`config.mk`:
```
export PLATFORM = sky130hd
export DESIGN_NAME = ps2_keyboard_decoder
export DESIGN_NICKNAME = d
export VERILOG_FILES = /design/src/rtl/ps2_pkg.sv /design/src/rtl/ps2_ascii_lut.sv /design/src/rtl/ps2_keyboard_decoder.sv
export SDC_FILE = /design/constraint.sdc
export NUM_CORES = 1
export LEC_CHECK = 0
export ABC_AREA = 1
export BUFFER_PORTS_ARGS = -buffer_cell sky130_fd_sc_hd__buf_2
export CAP_MARGIN = 0
export CELL_PAD_IN_SITES_DETAIL_PLACEMENT = 0
export CELL_PAD_IN_SITES_GLOBAL_PLACEMENT = 2
export CORE_MARGIN = 2
export CORE_UTILIZATION = 38
export DETAILED_ROUTE_END_ITERATION = 7
export PLACE_DENSITY_LB_ADDON = 0.05
export SLEW_MARGIN = 20
export SYNTH_ARGS = -nofsm -noshare
export SYNTH_HDL_FRONTEND = slang
export SYNTH_HIERARCHICAL = 1
export SYNTH_SLANG_ARGS = --single-unit
```
`constraint.sdc`:
```
create_clock -name clk_core -period 3.1 [get_ports clk_core]
set_input_delay 0.62 -clock clk_core [delete_from_list [all_inputs] [get_ports clk_core]]
set_output_delay 0.62 -clock clk_core [all_outputs]
set_load 0.05 [all_outputs]
```
`src/rtl/ps2_pkg.sv`:
```
// Shared byte constants, decoder states and the key-event record used by the
// PS/2 keyboard decoder and its ASCII lookup.
package ps2_pkg;

  localparam logic [7:0] PS2_EXT    = 8'hE0;
  localparam logic [7:0] PS2_BRK    = 8'hF0;
  localparam logic [7:0] PS2_PAUSE  = 8'hE1;
  localparam logic [7:0] PS2_LSHIFT = 8'h12;
  localparam logic [7:0] PS2_RSHIFT = 8'h59;

  typedef enum logic [2:0] {
    S_IDLE,
    S_EXT,
    S_BRK,
    S_EXT_BRK,
    S_PAUSE
  } ps2_state_t;

  typedef struct packed {
    logic [7:0] code;
    logic       ext;
    logic       brk;
    logic [7:0] ascii;
  } ps2_evt_t;

endpackage

```
`src/rtl/ps2_ascii_lut.sv`:
```
// Scan-code-set-2 to ASCII translation. Only compiled when PS2_ASCII_EN is
// defined, since the decoder instantiates it only in that build.
`ifdef PS2_ASCII_EN
module ps2_ascii_lut (
  input  logic [7:0] code,
  input  logic       shift,
  output logic [7:0] ascii
);

  // Each entry packs {unshifted, shifted}; keys with no character map to zero.
  logic [15:0] pair;

  always_comb begin
    pair = 16'h0000;
    case (code)
      8'h1C: pair = "aA";
      8'h32: pair = "bB";
      8'h21: pair = "cC";
      8'h23: pair = "dD";
      8'h24: pair = "eE";
      8'h2B: pair = "fF";
      8'h34: pair = "gG";
      8'h33: pair = "hH";
      8'h43: pair = "iI";
      8'h3B: pair = "jJ";
      8'h42: pair = "kK";
      8'h4B: pair = "lL";
      8'h3A: pair = "mM";
      8'h31: pair = "nN";
      8'h44: pair = "oO";
      8'h4D: pair = "pP";
      8'h15: pair = "qQ";
      8'h2D: pair = "rR";
      8'h1B: pair = "sS";
      8'h2C: pair = "tT";
      8'h3C: pair = "uU";
      8'h2A: pair = "vV";
      8'h1D: pair = "wW";
      8'h22: pair = "xX";
      8'h35: pair = "yY";
      8'h1A: pair = "zZ";
      8'h45: pair = "0)";
      8'h16: pair = "1!";
      8'h1E: pair = "2@";
      8'h26: pair = "3#";
      8'h25: pair = "4$";
      8'h2E: pair = "5%";
      8'h36: pair = "6^";
      8'h3D: pair = "7&";
      8'h3E: pair = "8*";
      8'h46: pair = "9(";
      8'h29: pair = "  ";
      8'h0E: pair = "`~";
      8'h4E: pair = "-_";
      8'h55: pair = "=+";
      8'h54: pair = "[{";
      8'h5B: pair = "]}";
      8'h5D: pair = "\\|";
      8'h4C: pair = ";:";
      8'h52: pair = {8'h27, 8'h22};
      8'h41: pair = ",<";
      8'h49: pair = ".>";
      8'h4A: pair = "/?";
      8'h5A: pair = 16'h0D0D;
      8'h0D: pair = 16'h0909;
      8'h66: pair = 16'h0808;
      8'h76: pair = 16'h1B1B;
      default: pair = 16'h0000;
    endcase
  end

  assign ascii = shift ? pair[7:0] : pair[15:8];

endmodule
`endif

```
`src/rtl/ps2_keyboard_decoder.sv`:
```
// Turns PS/2 scancode bytes into key events queued in a registered FWFT FIFO.
// Define PS2_ASCII_EN to build shift tracking and the ASCII translation.
module ps2_keyboard_decoder
  import ps2_pkg::*;
#(
  parameter int FIFO_DEPTH = 8
) (
  input  logic                        clk_core,
  input  logic                        rst_core_n,
  input  logic [7:0]                  rx_data,
  input  logic                        rx_valid,
  input  logic                        rx_error,
  output logic                        evt_valid,
  input  logic                        evt_ready,
  output logic [7:0]                  evt_code,
  output logic                        evt_ext,
  output logic                        evt_break,
  output logic [7:0]                  evt_ascii,
  output logic [$clog2(FIFO_DEPTH):0] fifo_count,
  output logic                        overflow,
  input  logic                        clr_overflow
);

  localparam int AW = $clog2(FIFO_DEPTH);
  localparam int CW = AW + 1;
`ifdef PS2_ASCII_EN
  localparam int EW = $bits(ps2_evt_t);
`else
  localparam int EW = $bits(ps2_evt_t) - 8;
`endif
  localparam logic [CW-1:0] DEPTH_C = CW'(FIFO_DEPTH);

  ps2_state_t     state;
  logic [2:0]     skip_cnt;
  logic           emit;
  logic           emit_ext;
  logic           emit_brk;
  logic [EW-1:0]  wr_data;

  logic [EW-1:0]  mem [FIFO_DEPTH];
  logic [EW-1:0]  head_q;
  logic [EW-1:0]  head_next;
  logic [AW-1:0]  rd_ptr;
  logic [AW-1:0]  wr_ptr;
  logic [AW-1:0]  rd_next;
  logic [CW-1:0]  count;
  logic [CW-1:0]  count_after_pop;
  logic [CW-1:0]  count_next;
  logic           full;
  logic           pop;
  logic           push;

  // Which byte completes an event, and with which prefix flags, given the state.
  always_comb begin
    emit     = 1'b0;
    emit_ext = 1'b0;
    emit_brk = 1'b0;
    if (rx_valid && !rx_error) begin
      case (state)
        S_IDLE:    emit = (rx_data != PS2_EXT) && (rx_data != PS2_BRK) && (rx_data != PS2_PAUSE);
        S_EXT: begin
          emit     = (rx_data != PS2_BRK) && (rx_data != PS2_EXT);
          emit_ext = 1'b1;
        end
        S_BRK: begin
          emit     = 1'b1;
          emit_brk = 1'b1;
        end
        S_EXT_BRK: begin
          emit     = 1'b1;
          emit_ext = 1'b1;
          emit_brk = 1'b1;
        end
        default: emit = 1'b0;
      endcase
    end
  end

  always_ff @(posedge clk_core or negedge rst_core_n) begin
    if (!rst_core_n) begin
      state    <= S_IDLE;
      skip_cnt <= '0;
    end else if (rx_error) begin
      state    <= S_IDLE;
      skip_cnt <= '0;
    end else if (rx_valid) begin
      case (state)
        S_IDLE: begin
          if (rx_data == PS2_EXT) begin
            state <= S_EXT;
          end else if (rx_data == PS2_BRK) begin
            state <= S_BRK;
          end else if (rx_data == PS2_PAUSE) begin
            state    <= S_PAUSE;
            skip_cnt <= 3'd7;
          end
        end
        S_EXT: begin
          if (rx_data == PS2_BRK) begin
            state <= S_EXT_BRK;
          end else if (rx_data != PS2_EXT) begin
            state <= S_IDLE;
          end
        end
        S_BRK, S_EXT_BRK: state <= S_IDLE;
        S_PAUSE: begin
          skip_cnt <= skip_cnt - 3'd1;
          if (skip_cnt <= 3'd1) begin
            state <= S_IDLE;
          end
        end
        default: state <= S_IDLE;
      endcase
    end
  end

`ifdef PS2_ASCII_EN
  logic       shift_l;
  logic       shift_r;
  logic [7:0] lut_ascii;
  ps2_evt_t   new_evt;

  ps2_ascii_lut u_ascii_lut (
    .code  (rx_data),
    .shift (shift_l | shift_r),
    .ascii (lut_ascii)
  );

  // ASCII is frozen into the entry now, using the shift state before this byte.
  assign new_evt = '{code: rx_data, ext: emit_ext, brk: emit_brk,
                     ascii: (emit_ext || emit_brk) ? 8'h00 : lut_ascii};
  assign wr_data = new_evt;

  always_ff @(posedge clk_core or negedge rst_core_n) begin
    if (!rst_core_n) begin
      shift_l <= 1'b0;
      shift_r <= 1'b0;
    end else if (emit && !emit_ext) begin
      if (rx_data == PS2_LSHIFT) shift_l <= !emit_brk;
      if (rx_data == PS2_RSHIFT) shift_r <= !emit_brk;
    end
  end

  assign evt_ascii = head_q[7:0];
`else
  assign wr_data   = {rx_data, emit_ext, emit_brk};
  assign evt_ascii = 8'h00;
`endif

  assign evt_code   = head_q[EW-1 -: 8];
  assign evt_ext    = head_q[EW-9];
  assign evt_break  = head_q[EW-10];
  assign fifo_count = count;

  // A full FIFO still accepts a push when the head is popped in the same cycle.
  assign full            = (count == DEPTH_C);
  assign pop             = evt_valid && evt_ready;
  assign push            = emit && (!full || pop);
  assign rd_next         = rd_ptr + AW'(pop);
  assign count_after_pop = count - CW'(pop);
  assign count_next      = count_after_pop + CW'(push);

  always_comb begin
    head_next = head_q;
    if (count_next != '0) begin
      if (count_after_pop == '0) begin
        head_next = wr_data;
      end else begin
        head_next = mem[rd_next];
      end
    end
  end

  always_ff @(posedge clk_core) begin
    if (push) begin
      mem[wr_ptr] <= wr_data;
    end
  end

  always_ff @(posedge clk_core or negedge rst_core_n) begin
    if (!rst_core_n) begin
      rd_ptr    <= '0;
      wr_ptr    <= '0;
      count     <= '0;
      head_q    <= '0;
      evt_valid <= 1'b0;
      overflow  <= 1'b0;
    end else begin
      rd_ptr    <= rd_next;
      wr_ptr    <= wr_ptr + AW'(push);
      count     <= count_next;
      head_q    <= head_next;
      evt_valid <= (count_next != '0);
      if (emit && full && !pop) begin
        overflow <= 1'b1;
      end else if (clr_overflow) begin
        overflow <= 1'b0;
      end
    end
  end

endmodule

```
Yosys cells after proc, flatten, opt, wreduce, memory -nomap -nowiden
Memory sizes are Yosys's and may differ from the RTL's.
Cells that the tools add are included.
Operators by class
  add/subtract/negate cells: 5
  magnitude comparators: 1
  equality and inequality tests: 17
  multiplexer cells: 26
  reductions and logical operators: 21
Operators by type and width (number)
  2-to-1 mux 3 bit: 13
  == test 8 bit (second input constant): 3
  inequality test 8 bit (second input constant): 3
  inequality test 3 bit (second input constant): 4
  2-to-1 mux 10 bit: 1
  2-to-1 mux 1 bit: 9
  one-hot mux 3 bit (3 select lines): 1
  logical AND 1 bit: 7
  adder 3 x 1 -> 3 bit: 2
  == test 3 x 2 -> 1 bit (second input constant): 2
  one-hot mux 3 bit (2 select lines): 1
  inequality test 5 bit (second input constant): 1
  AND reduction 5 bit: 1
  adder 4 x 1 -> 4 bit: 1
  == test 4 bit (second input constant): 1
  zero test 4 bit: 1
  inequality test 4 bit (second input constant): 1
  AND reduction 4 bit: 1
  nonzero test 2 bit: 2
  nonzero test 4 bit: 1
  OR reduction 2 bit: 2
  subtractor 4 x 1 -> 4 bit: 1
  == test 3 x 1 -> 1 bit (second input constant): 1
  == test 3 bit (second input constant): 1
  other kinds (7): 9
Word-level totals
  flip-flop bits (word level): 28
  bits in writable memories: 80
  bits of input ports: 14
  output and inout port bits: 24
  logic and storage cells: 79
  memories kept: 1
Memories
  mem: depth 8, bits a word 10, read ports 1, clocked after Yosys merged registers in 0, wr ports 1, line ps2_keyboard_decoder.sv:40  | logic [EW-1:0] mem [FIFO_DEPTH];

Longest topological paths before layout
Gate-level depths: netlist of run 1.
  depth in word-level cells: 8
  mapped depth: 18

Least setup slack after synthesis of run 1
Ideal clock, no wire load.
  path kind: input port to flip-flop
  start: in rx_valid
  end: reg head_q[0]
  library setup time: 0.118 ns
  arrival: 2.593 ns
  path slack: 0.388 ns
  stages: 16
  path buffers: 1
  cell sequence: inv_2 -> nor2_1 -> nand2_1 -> nor2_1 -> inv_1 -> nand2_1 -> nand2_2 -> inv_2 -> ha_1 -> ha_1 -> or2_2 -> nor2_1 -> nand2_1 -> buf_6 -> nand2_1 -> nand2_1
RTL lines
  from (decl): line ps2_keyboard_decoder.sv:11  | input logic rx_valid,
  logical AND 1 bit: line ps2_keyboard_decoder.sv:58  | if (rx_valid && !rx_error) begin
  2-to-1 mux 1 bit: line ps2_keyboard_decoder.sv:58
  net emit_brk: line ps2_keyboard_decoder.sv:37  | logic emit_brk;
  2-to-1 mux 10 bit: line ps2_keyboard_decoder.sv:166  | if (count_after_pop == '0) begin
  to (signal assigned): line ps2_keyboard_decoder.sv:192  | head_q <= head_next;
  to (decl): line ps2_keyboard_decoder.sv:41  | logic [EW-1:0] head_q;
The timed path passes the listed nets, and every way through them passes these cells.
A chain may end at the register's enable or synchronous reset.

Worst setup path in the final report of run 1
  start: in rx_data[0]
  end: reg head_q[5]
On the way
  cells in the longest elaborated chain, start to end: 8
Ends and longest elaborated chain
  from (decl): line ps2_keyboard_decoder.sv:10  | input logic [7:0] rx_data,
  inequality test 8 bit: line ps2_keyboard_decoder.sv:60, ps2_keyboard_decoder.sv:62
  logical AND 1 bit: line ps2_keyboard_decoder.sv:60, ps2_keyboard_decoder.sv:62
  logical AND 1 bit: line ps2_keyboard_decoder.sv:60  | S_IDLE: emit = (rx_data != PS2_EXT) && (rx_data != PS2_BRK) && (rx_data != PS2_PAUSE);
  one-hot mux 1 bit (3 select lines) (*): line ps2_keyboard_decoder.sv:59  | case (state)
  2-to-1 mux 1 bit (*): line ps2_keyboard_decoder.sv:58
  logical AND 1 bit (*): line ps2_keyboard_decoder.sv:158  | assign push = emit && (!full || pop);
  adder 4 x 1 -> 4 bit (*): line ps2_keyboard_decoder.sv:161  | assign count_next = count_after_pop + CW'(push);
  net count_next[1]: line ps2_keyboard_decoder.sv:48  | logic [CW-1:0] count_next;
  nonzero test 4 bit (*): line ps2_keyboard_decoder.sv:165  | if (count_next != '0) begin
The timed path passes the listed nets; every way through them passes the cells marked *.

==> results list, run 1 <==
- Max capacitance violation total: 0
* Clock-pin transition on the worst setup and hold timing paths: ~70 ps
* Crit-path max cell delay: just under 300 ps
- The repair_antennas step left the layout with diodes totalling 0.
- DRC violation count after routing: 0
- Setup violations remaining at the end of the flow were counted as 0.
* Total half-perimeter wirelength after legalization and detailed placement: 7914 µm
- TritonCTS built the clock tree.
* Worst setup slack after placement: -102.7 ps
- Path class of the lowest-slack min-delay path: input pin to async pin
* Area delta synth->final: 13.96%
- For this design the top-level I/O count stands at 38.
* Dominant cells by area after synthesis: edfxtp_1, dfrtp_1, nand2_1, nand3_1, nor2_1
* Routed len/inst: roughly 16 µm
- Vias per cell: about 4.7
- Entering global routing, the biggest net connects 32 pins.
- Synthesis inferred ~110 register bits.
- By startpoint and endpoint, the worst setup path is classified as input pin to register.
- The share of the Yosys chip area taken by registers is 0.6216.
- Commonest cells post-synth: nand2_1, edfxtp_1, nor2_1
* Horizontal die dimension: around 120 µm
- The final number of hold-violating endpoints is 0.
- Power density cells: 1013 nW/µm²
- Post-layout minimum cycle time: between 2000 and 3000 ps
- Measured along the y axis, the die boundary spans roughly 120 µm.
- Setup repair after global routing left no endpoint under its margin.
- Initial core utilization: 0.3924
* Count of synthesis-stage warnings from yosys: 6
- Placement row count: 41
* Via count of the first global-routing pass: 3471
* Bufs on Longest Clock Path: 2
* Arithmetic-cell share of the synthesized area counting full adders, half adders and majority gates: 0.02506
- Vias: 3524
* Setup TNS after final layout: 0 ps
- Number of non-filler instances in the completed layout: between 700 and 800
- Worst max-slew margin expressed relative to the limit: 0.4605
* Fraction of layout instances using a drive strength above 1: 0.1522
- After synthesis, the share of cell area in mux cells is 0.
* Global-route wire length before repair: ~19000 µm
* NumNets Final: between 500 and 600
- Share of the clock period used by the worst path: 0.8723
- Most frequently used flop master after synthesis: edfxtp_1
- Ordered list of cells on the worst path: buf_2 > buf_4 > nand2_1 > nor2_1 > nand2_1 > nand2_1 > nand2_1 > nand2_1 > nand2_1 > nand2_2 > inv_2 > ha_1 > ha_1 > or2_2 > nor2_1 > nand2_2 > nand2_1 > nand2_1
- Placed Cells incl. Taps: between 700 and 800
* Total clock sinks: about 110
- Congestion Overflow GR: 0
- Cell with the most instances on the worst path: nand2_1
* Leakage component of the power: ~0.0025 µW
- The worst setup path is launched from an input pin.
- Worst-skew pair later-pin latency: roughly 350 ps
* Num CTS Buffers: 9
* Share of synthesized cell area in and, or, nand and nor gates: 0.2589
- Total of hold buffers inserted after clock tree synthesis: 0
* Level count of the clock H-tree: 3
- In this run the post-CTS setup repair buffer count came out at 0.
- Count of instances resized after the clock tree is built: 0
- Antenna violations before repair: 0
- The detail route stage leaves a number of antenna-violating nets equal to 0.
- Max Fanout on Critical Path: 11
- After synthesis, the share of flip-flops with an asynchronous set or reset is 0.2593.
* Count of pins over their slew limit: 0
* Count of filler cells inserted in the layout: roughly 1300
- Based on the critical path, the design can be clocked at up to roughly 370 MHz.
* Critical path data required time: about 3400 ps
- Synthesis handed over a netlist of about 530 instances.
* Synth area leader: edfxtp_1
* Die area: 14070 µm²
- Avg Synthesized Cell Area: about 9.5 µm²
- IR Drop Worst-Case VDD: roughly 300 µV
- In this run the cell area of the synthesized design comes to around 5000 µm².
- Number of synthesized flops with an enable pin: 80
- The share of synthesized area in the top cell type comes to 0.4812.
- Total length of routed wires: 11960 µm
- For this block, the initial DRC count from the detailed router was 220.
- Buffers placed on the I/O ports in this run total 29.
- Run status: finished, final reports clean
- The worst setup path is captured at a register.
* Post-synthesis xor/xnor area fraction: 0.01028
- Buffer cell driving the clock tree root: clkbuf_16
- Overall Global Routing Usage: 0.1829
- Worst Setup Slack, final: 396.0 ps
- Netlist cell types: 28
* End-of-flow core utilization: 0.4472
- Clock skew: approximately 7.3 ps
- The compound-gate portion of the synthesized area came to 0.01579.
- Among all stages on the critical path, the largest delay is contributed by ha_1.
* Most common cell in the netlist: nand2_1
- Dominant combinational cell family by area after synthesis: simple AND/OR/NAND/NOR gates
* Floorplan Core Area: roughly 13000 µm²
- The pre-antenna-repair detailed-routing pass consisted of 4 iterations.
* Gpl congestion: roughly 0.73
- Slew at the pin with the worst max-slew slack: approximately 810 ps
- Crit path arrival time: 2950 ps
## final timing paths
| check | start | to | slack (ps) | depth (start not counted) |
|---|---|---|---|---|
| hold / removal | rst_core_n | head_q[1] | 280 | 1 |
| max in group asynchronous | rst_core_n | skip_cnt[0] | 2390 | 1 |
| min in group clk_core | overflow | overflow | 490 | 2 |
| setup / recovery | rx_data[0] | head_q[5] | 400 | 18 |
| hold reg to reg | overflow | overflow | 490 | 2 |
| setup reg to reg | state[1] | head_q[5] | 560 | 16 |
## metrics by stage
step | hold slack, ps | power [µW] | cell area [µm²]
final | 277.4 | 5761 | 5689
after detailed placement | 480.0 | 4801 | 5428
after global placement | 461.7 | 4783 | 5428
after CTS | 302.6 | 5857 | 5687
after global routing | 331.5 | 6268 | 5689
after floorplan | 324.4 | 3937 | 5019
## cell type report
type | count | area [µm²] | share of cell area
Clock buffer | 11 | 232.7 | 0.04091
Clock inverter | 4 | 26.28 | 0.004618
Inverter | 45 | 168.9 | 0.02969
Multi-Input combinational cell | 352 | 1580 | 0.2778
Sequential cell | 108 | 3103 | 0.5454
Tap cell | 172 | 215.2 | 0.03783
Timing Repair Buffer | 58 | 362.8 | 0.06378
## sequential cells by signal, summed over array words and instances, names as in the netlist
name        count
rd_ptr          3
head_q         10
evt_valid       1
fifo_count      4
mem            80
state           3
overflow        1
wr_ptr          3
skip_cnt        3
## cells in the final DEF (no fill, tap or decap), drive strengths merged, types with 2 or more instances in the layout
cell type | Yosys | layout
buf | 24 | 58
clkbuf | 5 | 11
clkinv | 0 | 2
conb | 1 | 8
dfrtp | 28 | 28
edfxtp | 80 | 80
ha | 10 | 10
inv | 45 | 46
nand2 | 173 | 173
nand3 | 67 | 67
nand4 | 2 | 2
nor2 | 69 | 69
o21ai | 11 | 11
o22ai | 3 | 3
xor2 | 4 | 4
## where the power goes
group	switching [µW]	total, µW	internal (µW)
Combinational	1990	2800	813
Clock	505	1050	541
Sequential	122	1910	1790
## cells by family after synthesis
group	count (synthesis)
xor gates and xnor gates	5
AOI/OAI and AO/OA	15
buffers and inverters	74
DFF	108
adders and majority gates	10
and+or+nand+nor	314
other	1
## worst max-delay path: cells and delay by family
kind          cells  cell delay (ps)
fa+ha+maj         2              500
buf+inv           3              320
simple gates     13             1490
## layer usage
metal | vias to the layer above | track usage | part of all wire
met2 | 55 | 0.2978 | 0.48
met1 | 1665 | 0.2434 | 0.47
li1 | 1789 | - | -
met3 | 15 | 0.03909 | 0.029
met4 | 0 | 0.05952 | 0.019
met5 | - | 0 | 0
(Power assumes the default switching activity.)
==> run 2, diff against run 1 <==
--- a/config.mk
+++ b/config.mk
@@ -13,6 +13,7 @@
 export CORE_MARGIN = 2
 export CORE_UTILIZATION = 38
 export DETAILED_ROUTE_END_ITERATION = 7
+export GPL_TIMING_DRIVEN = 0
 export PLACE_DENSITY_LB_ADDON = 0.05
 export SLEW_MARGIN = 20
 export SYNTH_ARGS = -nofsm -noshare
==> constraint.sdc (replaced) <==
create_clock -name clk_core -period 3.1 [get_ports clk_core]
set_input_delay 0.31 -clock clk_core [delete_from_list [all_inputs] [get_ports clk_core]]
set_output_delay 0.31 -clock clk_core [all_outputs]
set_load 0.05 [all_outputs]
==> results list, run 2 (synthesized netlist as in run 1, its figures left out) <==
* Post-route design area: 5668 µm²
* Upper clock frequency limit: ~360 MHz
- Share of the clock period used by the worst path: 0.8974
- In this design, the stage delay of the slowest critical-path cell is roughly 400 ps.
- The initialized floorplan defines approximately 40 standard-cell rows.
- Startpoint types: register
* Routed len/inst: between 15 and 20 µm
- Measured in cells, the most critical reg-to-reg path has a length of 17.
- For the worst setup path, the data arrival time is between 3000 and 4000 ps.
- Gpl congestion: around 0.77
- Max stage delay cell, worst path: dfrtp_1
- Seq. cell area: between 3000 and 4000 µm²
- Across all hold checks on the routed design, the worst slack comes to 188.1 ps.
- Detailed placement ended at an HPWL of about 8000 µm.
* End-of-flow core utilization: 0.4455
* Leading cell type in the layout, fill and taps excluded: nand2_1
- VDD sags by at most 357.5 µV.
- The path class of the tightest hold or removal check is input pin to register.
- For this run, design rule violations remaining after detail routing come to 0.
- During I/O placement, the number of pins put on the boundary was 38.
* Global-route wire length before repair: around 18000 µm
- Final Hold Fails: 0
* Total length of routed wires: about 12000 µm
- The cell sitting at the root of the clock tree is a clkbuf_16.
- 0 antenna diodes ended up in the layout.
- CTS built an H-tree with a depth of 3.
* Largest register FFs: 80
* Total setup violations reported at the end of the flow: 0
- Vias: between 3000 and 4000
- Summing all multi-input logic gate instances after layout gives between 1500 and 2000 µm².
- For this block, the initial DRC count from the detailed router was roughly 210.
- Critical path data required time: 3340 ps
* Num CTS Buffers: 9
- Congestion Overflow GR: 0
* Overall Global Routing Usage: 0.1729
- Ordered list of cells on the worst path: inv_2 > nand2_1 > nor2_1 > nand2_1 > nand2_1 > nand2_1 > nand2_1 > nand2_2 > inv_2 > ha_1 > ha_1 > or2_2 > nor2_1 > nand2_1 > buf_6 > nand2_1 > nand2_1
* Die extent in y: between 100 and 150 µm
- Via count of the first global-routing pass: 3343
- The clock net in this run drives a total of around 110 sinks.
- Initial core utilization: 0.3924
- Post-layout minimum cycle time: between 2000 and 3000 ps
* Die area: approximately 14000 µm²
- Horizontal die dimension: 118.6 µm
- The startpoint identified for the worst register-to-register timing path is state[1].
- Worst-skew pair later-pin latency: roughly 360 ps
- Crit path from: state[1]
- Fraction of layout instances using a drive strength above 1: 0.1431
* CP Capture Type: register
- Floorplan Core Area: ~13000 µm²
- Critical path class: register to register
- Setup TNS after final layout: 0 ps
* Clock skew: approximately 10 ps
- At the pin with the least slew margin, the transition time is approximately 1000 ps.
- Post-CTS setup buffer count: 0
- NumNets Final: 599
- Dividing the detail-routed via count by the number of cells gives roughly 4.6.
- Cell with the most instances on the worst path: nand2_1
* Worst max-slew margin expressed relative to the limit: 0.3056
* Max capacitance violation total: 0
- Run status: finished, final reports clean
* Bufs on Longest Clock Path: 2
- Count of buffers inserted at the top-level ports: 29
- The first TritonRoute pass finished after 4 iterations.
- Summing all placed instances gives a cell area of 5379 µm².
- Clock tree from TritonCTS: done
* Setup repair after global routing missed its margin: no
- In the layout the commonest cells are nand2_1, edfxtp_1, nor2_1, nand3_1, buf_2.
- Count of pins over their slew limit: 0
- Hold Startpoint: clr_overflow
* Remaining number of nets flagged by the antenna check after routing: 0
- Max Fanout on Critical Path: 10
- Count of filler cells inserted in the layout: 1302
- Counting instances, the worst hold path has a depth of 4.
* Antenna violations before repair: 0
* Area delta synth->final: 13.53%
- After clock tree synthesis, the clock-pin slew on the worst setup and hold paths is around 70 ps.
- Entering global routing, the biggest net connects 29 pins.
* Register name with the most flops: mem
- Leakage component of the power: around 0.0025 µW
- Power spread over the standard cell area amounts to 1016 nW/µm².
==> run 2: cell count changes in the layout (fill, tap and decap cells not counted), sizes merged <==
cell         before  now
buf              58   53
dlygate4sd3       0    1
clkinvlp          1    2
clkbuf           11   16
==> run 2: per-stage QoR <==
| stage | std cells | total power, µW | setup slack, ps |
|---|---|---|---|
| 2_1_floorplan | 534 | 3937 | 621.6 |
| 4_1_cts | 752 | 5840 | 222.1 |
| 3_5_place_dp | 735 | 4767 | -125.2 |
| 3_3_place_gp | 735 | 4746 | -102.4 |
| 5_1_grt | 752 | 6209 | 29.31 |
| 6_report | 752 | 5756 | 318.0 |
==> run 2: path summary, 6_finish.rpt <==
path	endpoint	slack, ps
min	overflow	190
max	head_q[8]	320
min reg2reg	overflow	480
min in group asynchronous	head_q[5]	530
max reg2reg	head_q[8]	320
max in group asynchronous	wr_ptr[2]	2150
==> run 2: where the power goes <==
group,internal (µW),switching [µW],leakage [µW]
Clock,548,525,0.000124
Sequential,1790,102,0.00108
Combinational,804,1980,0.00128
==> run 2: metal layers <==
layer  up-vias  wire, µm  track usage  share of wire
li1       1785         -            -              -
met1      1631      5419       0.2335           0.47
met2        56      5451       0.2777           0.47
met3        13       533      0.04151          0.046
met4         0       159      0.04985          0.014
met5         -         0            0              0
==> run 2: timing repair <==
| action | 4_1_cts | 5_1_grt |
|---|---|---|
| hold endpoints to repair | 19 | 0 |
| hold buffers | 1 | 0 |
| gates resized for setup | 1 | 1 |
| setup endpoints to repair | 8 | 5 |
==> run 2: layout make-up <==
type | instances | share of cell area
flip-flops and latches | 108 | 0.5475
multi-input cells | 352 | 0.2801
clock buffers | 11 | 0.04106
well taps | 172 | 0.03797
plain buffers | 29 | 0.02980
inverters | 45 | 0.02980
repair buffers | 30 | 0.02737
clock inverters | 5 | 0.006402
==> run 2: worst max-delay path: cells and delay by family, from the launching register on <==
kind / cells / cell delay, ps
simple gates: 12 / 1490
flops: 1 / 400
fa+ha+maj: 2 / 430
buf+inv: 3 / 340
